==> src/rtl/alu_exec_unit.sv <==
// alu_exec_unit: multi-cycle EX-stage ALU with valid/ready handshakes and iterative 1-bit/cycle shifts.
// Define BARREL_SHIFT_EN to replace the iterative shifter with a single-cycle barrel shifter.
module alu_exec_unit #(
  parameter int XLEN = 32
) (
  input  logic            clk,
  input  logic            reset,
  input  logic            in_valid,
  output logic            in_ready,
  input  logic [3:0]      alu_ctrl,
  input  logic [XLEN-1:0] op_a,
  input  logic [XLEN-1:0] op_b,
  output logic            out_valid,
  input  logic            out_ready,
  output logic [XLEN-1:0] result,
  output logic            zero,
  output logic            illegal
);
  localparam int SW = $clog2(XLEN);
`ifdef BARREL_SHIFT_EN
  typedef enum logic [1:0] {IDLE, DONE} state_t;
`else
  typedef enum logic [1:0] {IDLE, SHIFT, DONE} state_t;
`endif
  state_t state, state_n;
  logic accept, legal;
  logic [SW-1:0] shamt;
  logic [XLEN-1:0] alu_out;
  assign accept    = in_valid & in_ready;
  assign in_ready  = state == IDLE;
  assign out_valid = state == DONE;
  assign shamt     = op_b[SW-1:0];
  assign legal     = alu_ctrl inside {4'b0010, 4'b0110, 4'b0000, 4'b0001, 4'b0100,
                                      4'b1000, 4'b1001, 4'b1010, 4'b0111, 4'b1011};
  always_comb begin
    alu_out = '0;
    case (alu_ctrl)
      4'b0010: alu_out = op_a + op_b;
      4'b0110: alu_out = op_a - op_b;
      4'b0000: alu_out = op_a & op_b;
      4'b0001: alu_out = op_a | op_b;
      4'b0100: alu_out = op_a ^ op_b;
      4'b0111: alu_out = {{(XLEN-1){1'b0}}, $signed(op_a) < $signed(op_b)};
      4'b1011: alu_out = {{(XLEN-1){1'b0}}, op_a < op_b};
`ifdef BARREL_SHIFT_EN
      4'b1000: alu_out = op_a << shamt;
      4'b1001: alu_out = op_a >> shamt;
      4'b1010: alu_out = $unsigned($signed(op_a) >>> shamt);
`else
      // only reached here with shamt==0; nonzero amounts go through SHIFT
      4'b1000, 4'b1001, 4'b1010: alu_out = op_a;
`endif
      default: alu_out = '0;
    endcase
  end
`ifdef BARREL_SHIFT_EN
  always_comb begin
    state_n = state;
    case (state)
      IDLE:    state_n = accept ? DONE : IDLE;
      DONE:    state_n = out_ready ? IDLE : DONE;
      default: state_n = IDLE;
    endcase
  end
  always_ff @(posedge clk or posedge reset) begin
    if (reset) begin
      state   <= IDLE;
      result  <= '0;
      zero    <= 1'b0;
      illegal <= 1'b0;
    end else begin
      state <= state_n;
      if (accept) begin
        result  <= alu_out;
        zero    <= alu_out == '0;
        illegal <= !legal;
      end
    end
  end
`else
  logic is_shift, long_shift;
  logic [1:0] kind;
  logic [SW-1:0] cnt;
  logic [XLEN-1:0] work, work_sh;
  assign is_shift   = alu_ctrl inside {4'b1000, 4'b1001, 4'b1010};
  assign long_shift = is_shift && shamt != '0;
  // kind: 00 sll, 01 srl, 10 sra
  assign work_sh = kind == 2'b00 ? {work[XLEN-2:0], 1'b0} : {kind[1] & work[XLEN-1], work[XLEN-1:1]};
  always_comb begin
    state_n = state;
    case (state)
      IDLE:    state_n = accept ? (long_shift ? SHIFT : DONE) : IDLE;
      SHIFT:   state_n = cnt == SW'(1) ? DONE : SHIFT;
      DONE:    state_n = out_ready ? IDLE : DONE;
      default: state_n = IDLE;
    endcase
  end
  always_ff @(posedge clk or posedge reset) begin
    if (reset) begin
      state   <= IDLE;
      result  <= '0;
      zero    <= 1'b0;
      illegal <= 1'b0;
      kind    <= '0;
      cnt     <= '0;
      work    <= '0;
    end else begin
      state <= state_n;
      if (accept) begin
        kind <= alu_ctrl[1:0];
        cnt  <= shamt;
        work <= op_a;
        if (!long_shift) begin
          result  <= alu_out;
          zero    <= alu_out == '0;
          illegal <= !legal;
        end
      end
      if (state == SHIFT) begin
        work <= work_sh;
        cnt  <= cnt - SW'(1);
        if (cnt == SW'(1)) begin
          result  <= work_sh;
          zero    <= work_sh == '0;
          illegal <= 1'b0;
        end
      end
    end
  end
`endif
endmodule

==> config.mk <==
export PLATFORM = sky130hd
export DESIGN_NAME = alu_exec_unit
export DESIGN_NICKNAME = d
export VERILOG_FILES = /design/src/rtl/alu_exec_unit.sv
export SDC_FILE = /design/constraint.sdc
export NUM_CORES = 1
export LEC_CHECK = 0
export ABC_CLOCK_PERIOD_IN_PS = 7800
export CORE_MARGIN = 4
export CORE_UTILIZATION = 60
export CTS_CLUSTER_DIAMETER = 60
export DETAILED_ROUTE_END_ITERATION = 10
export PLACE_DENSITY = 0.86
export SYNTH_ARGS = -nofsm -noshare
export SYNTH_HDL_FRONTEND = slang
export SYNTH_SLANG_ARGS = --single-unit
==> constraint.sdc <==
create_clock -name clk -period 7.8 [get_ports clk]
set_clock_uncertainty 0.2 [all_clocks]
set_input_delay 1.17 -clock clk [delete_from_list [all_inputs] [get_ports clk]]
set_output_delay 1.17 -clock clk [all_outputs]
set_load 0.1 [all_outputs]
==> metrics.csv <==
stage,metric,value,unit
status,outcome,finished clean,
job,cap_violations,0,
worst_hold_path,min-delay-start,state[1],
finish,drive_gt1_frac,0.0565,
place,dp_hpwl,27300,um
place,gp_congestion,1.10,
grt,grt_pass1_vias,10400,
synthesis,synth_top_area_cell,dfrtp_1,
sta,fin_crit_sh,0.824,
die,initial_core_util,0.611,
power_and_ir_drop,power_switching_share,0.560,
finish,antenna_cells,0,
synthesis,syn-cell-area,9710,um2
clock_network,cts_root_buf,clkbuf_16,
worst_hold_path,min_path_type,register to register,
power_and_ir_drop,comb_power_share,0.646,
setup_path,reg2reg_to,zero,
sta,fin_ws,1370,ps
synthesis,synth-edff-count,0,
power_and_ir_drop,power_frac_seq,0.231,
setup_path,cpPeakStageDelay,1060,ps
grt,grt_usage,0.390,
place,io_buffers,107,
sta,tns,0,ps
detailed_routing,routed_wl,36900,um
sta,fin_crit,6430,ps
finish,fin_util,0.703,
die,rows,46,
detailed_routing,dr.pass1.iters,6,
sta,setup_violations,0,
power_and_ir_drop,p_switching,0.00178,W
setup_path,r2r_slack,4450,ps
place,pre_cts_ws,1270,ps
worst_hold_path,hold_depth,1,
clock_network,htree_levels,3,
synthesis,async_flop_share,1.00,
power_and_ir_drop,leakage,4.84,nW
synthesis,synth.top_cell.area_share,0.193,
finish,multi_input_area,7150,um2
clock_network,cts_tree,done,
clock_network,cts_resized,0,
detailed_routing,route.detailed.drc,0,
die,die_w,135,um
setup_path,worstRegToRegCells,7,
sta,maxSlewHeadroom,0.268,
synthesis,synth_nets,1494,
setup_path,required,7840,ps
grt,grt_max_degree,76,
clock_network,numCtsBuffers,9,
power_and_ir_drop,power_frac_clock,0.123,
setup_path,crit_path_start_kind,input pin,
finish,syn2layout_area_growth,14.9,%
synthesis,synth.avg_cell_area,7.44,um2
clock_network,insertion_delay,330,ps
grt,grt_pass1_wl,56400,um
finish,regArea,1880,um2
power_and_ir_drop,ir_drop,0.475,mV
setup_path,end_kind,register,
clock_network,clock_sinks,75,
grt,grt_remaining_overflow,0,
clock_network,clkTransAtPathRegs,60,ps
synthesis,synth_top_cells_by_area,"dfrtp_1, ha_1, a21oi_1, nand2_1, o21ai_0",
die,fp.dieArea,18300,um2
detailed_routing,wire_per_inst,23.4,um
setup_path,critical_path.cell_chain,clkdlybuf4s50_1 -> clkinv_1 -> nand4b_1 -> buf_4 -> nor2_1 -> a221oi_1 -> nand3_1 -> a21oi_1 -> o32ai_1 -> a31oi_1 -> nand4_1 -> or4b_1 -> or4_1 -> o31ai_2,
die,core_area,15900,um2
die,die_height,135,um
detailed_routing,ant_nets,0,
clock_network,clockBufferDepth,2,
sta,clock.fmax,156,MHz
synthesis,yosys_warnings,0,
sta,final_max_slew_viol_count,0,
finish,fillers,1348,
synthesis,synthFlopType,dfrtp_1,
setup_path,rr_startpoint,kind[1],
finish,fin_nets,1546,
clock_network,cts_setup_buffers,0,
detailed_routing,drtIter0Drc,1520,
setup_path,arrival,6470,ps
sta,worst_pin_slew,1090,ps
detailed_routing,viasPerCell,7.03,
setup_path,path_class,input pin to register,
setup_path,crit_path_top_delay_cell,clkdlybuf4s50_1,
synthesis,syn_inst,1305,
detailed_routing,via_count,11100,
sta,rsz0062_at_grt,no,
synthesis,yosysSeqAreaShare,0.193,
die,pin_count,108,
power_and_ir_drop,power_density,285,nW/um2
synthesis,synth-seq-cells,75,
power_and_ir_drop,internal-power,0.00140,W
setup_path,path_max_fanout,20,
grt,antenna_found_initial,0,
worst_hold_path,hold_end,state[0],
synthesis,ys_types,88,
clock_network,cts_hold_buf,0,
sta,hold_violations,0,
-- cell usage in the layout (no fill, tap or decap), types with 20 or more instances in the layout --
cell	n
a22oi_1	32
mux2i_1	33
nor3_1	32
dfrtp_1	75
ha_1	115
and3_1	25
nor2_1	97
inv_1	95
nand3_1	26
buf_4	20
clkdlybuf4s50_1	107
a21oi_1	139
nand2_1	125
a221oi_1	23
o21ai_0	89
-- layer usage --
| layer | global-route usage | routed length [um] | share of wire |
|---|---|---|---|
| met5 | 0 | 0 | 0 |
| met4 | 0.177 | 1770 | 0.048 |
| met3 | 0.0806 | 4580 | 0.12 |
| met2 | 0.599 | 16200 | 0.44 |
| met1 | 0.529 | 14400 | 0.39 |
-- area by class of cell --
| type | instances | share of cell area |
|---|---|---|
| Clock buffer | 12 | 0.0230 |
| Timing Repair Buffer | 127 | 0.109 |
| Inverter | 97 | 0.0326 |
| Tap cell | 216 | 0.0242 |
| Clock inverter | 4 | 0.00224 |
| Sequential cell | 75 | 0.168 |
| Multi-Input combinational cell | 1047 | 0.640 |
-- power groups by stage --
| stage | clock network, W | registers, W | logic (W) |
|---|---|---|---|
| floorplan | 0 | 0.00127 | 0.000893 |
| global placement | 0 | 0.000721 | 0.00198 |
| detailed placement | 0 | 0.000727 | 0.00200 |
| CTS | 0.000392 | 0.000725 | 0.00202 |
| global route | 0.000409 | 0.000751 | 0.00216 |
| finish | 0.000391 | 0.000737 | 0.00206 |
-- flip-flops by register name (all words and copies together) (netlist names) --
name / cells
cnt: 5
illegal: 1
kind: 2
result: 32
state: 2
work: 32
zero: 1
-- synthesized netlist by cell type (7+ instances only) --
library cell,number
nand2b_1,17
a31oi_1,14
nor3_1,32
a22oi_1,32
and3_1,25
nand2_1,125
or3_1,11
a21oi_1,140
o21bai_1,9
o2111ai_1,8
o221ai_1,7
o211ai_1,17
a211o_1,8
a211oi_1,16
inv_1,96
nor2_1,99
o21ai_0,89
nand3_1,26
a221o_1,8
o22ai_1,7
a221oi_1,24
mux2i_1,33
nor2b_1,12
clkbuf_1,52
a21o_1,13
o31ai_1,12
o21a_1,9
ha_1,115
nand4_1,17
nor4_1,12
dfrtp_1,75
buf_2,27
-- stage by stage --
step	hold WS, ps	area, um2	total power (W)	instances
floorplan	251	9710	0.00216	1305
global placement	271	10900	0.00270	1562
detailed placement	289	10900	0.00272	1562
CTS	294	11200	0.00314	1578
global route	328	11200	0.00332	1578
finish	299	11200	0.00318	1578
-- critical path, delay by kind of cell --
kind / cells / cell delay [ps]
buf+inv: 3 / 1980
simple gates: 6 / 2170
compound gates: 5 / 1120
-- worst max path at each step --
stage | cells after the start | startpoint | slack (ps) | end
final | 14 | alu_ctrl[3] | 1370 | zero
after global routing | 14 | alu_ctrl[3] | 1190 | zero
after CTS | 14 | alu_ctrl[3] | 1590 | zero
after detailed placement | 14 | alu_ctrl[3] | 1270 | zero
after global placement | 14 | alu_ctrl[3] | 1390 | zero
after floorplan | 15 | op_a[0] | 3010 | zero
-- cell families after synthesis --
kind of cell	synth area share
AO/OA/AOI/OAI	0.321
XOR/XNOR	0.00541
adder cells (fa/ha/maj)	0.152
buffers and inverters	0.0746
flip-flops	0.193
multiplexers	0.0375
AND/OR/NAND/NOR	0.216
No activity file was read; power rests on OpenSTA's default activity.
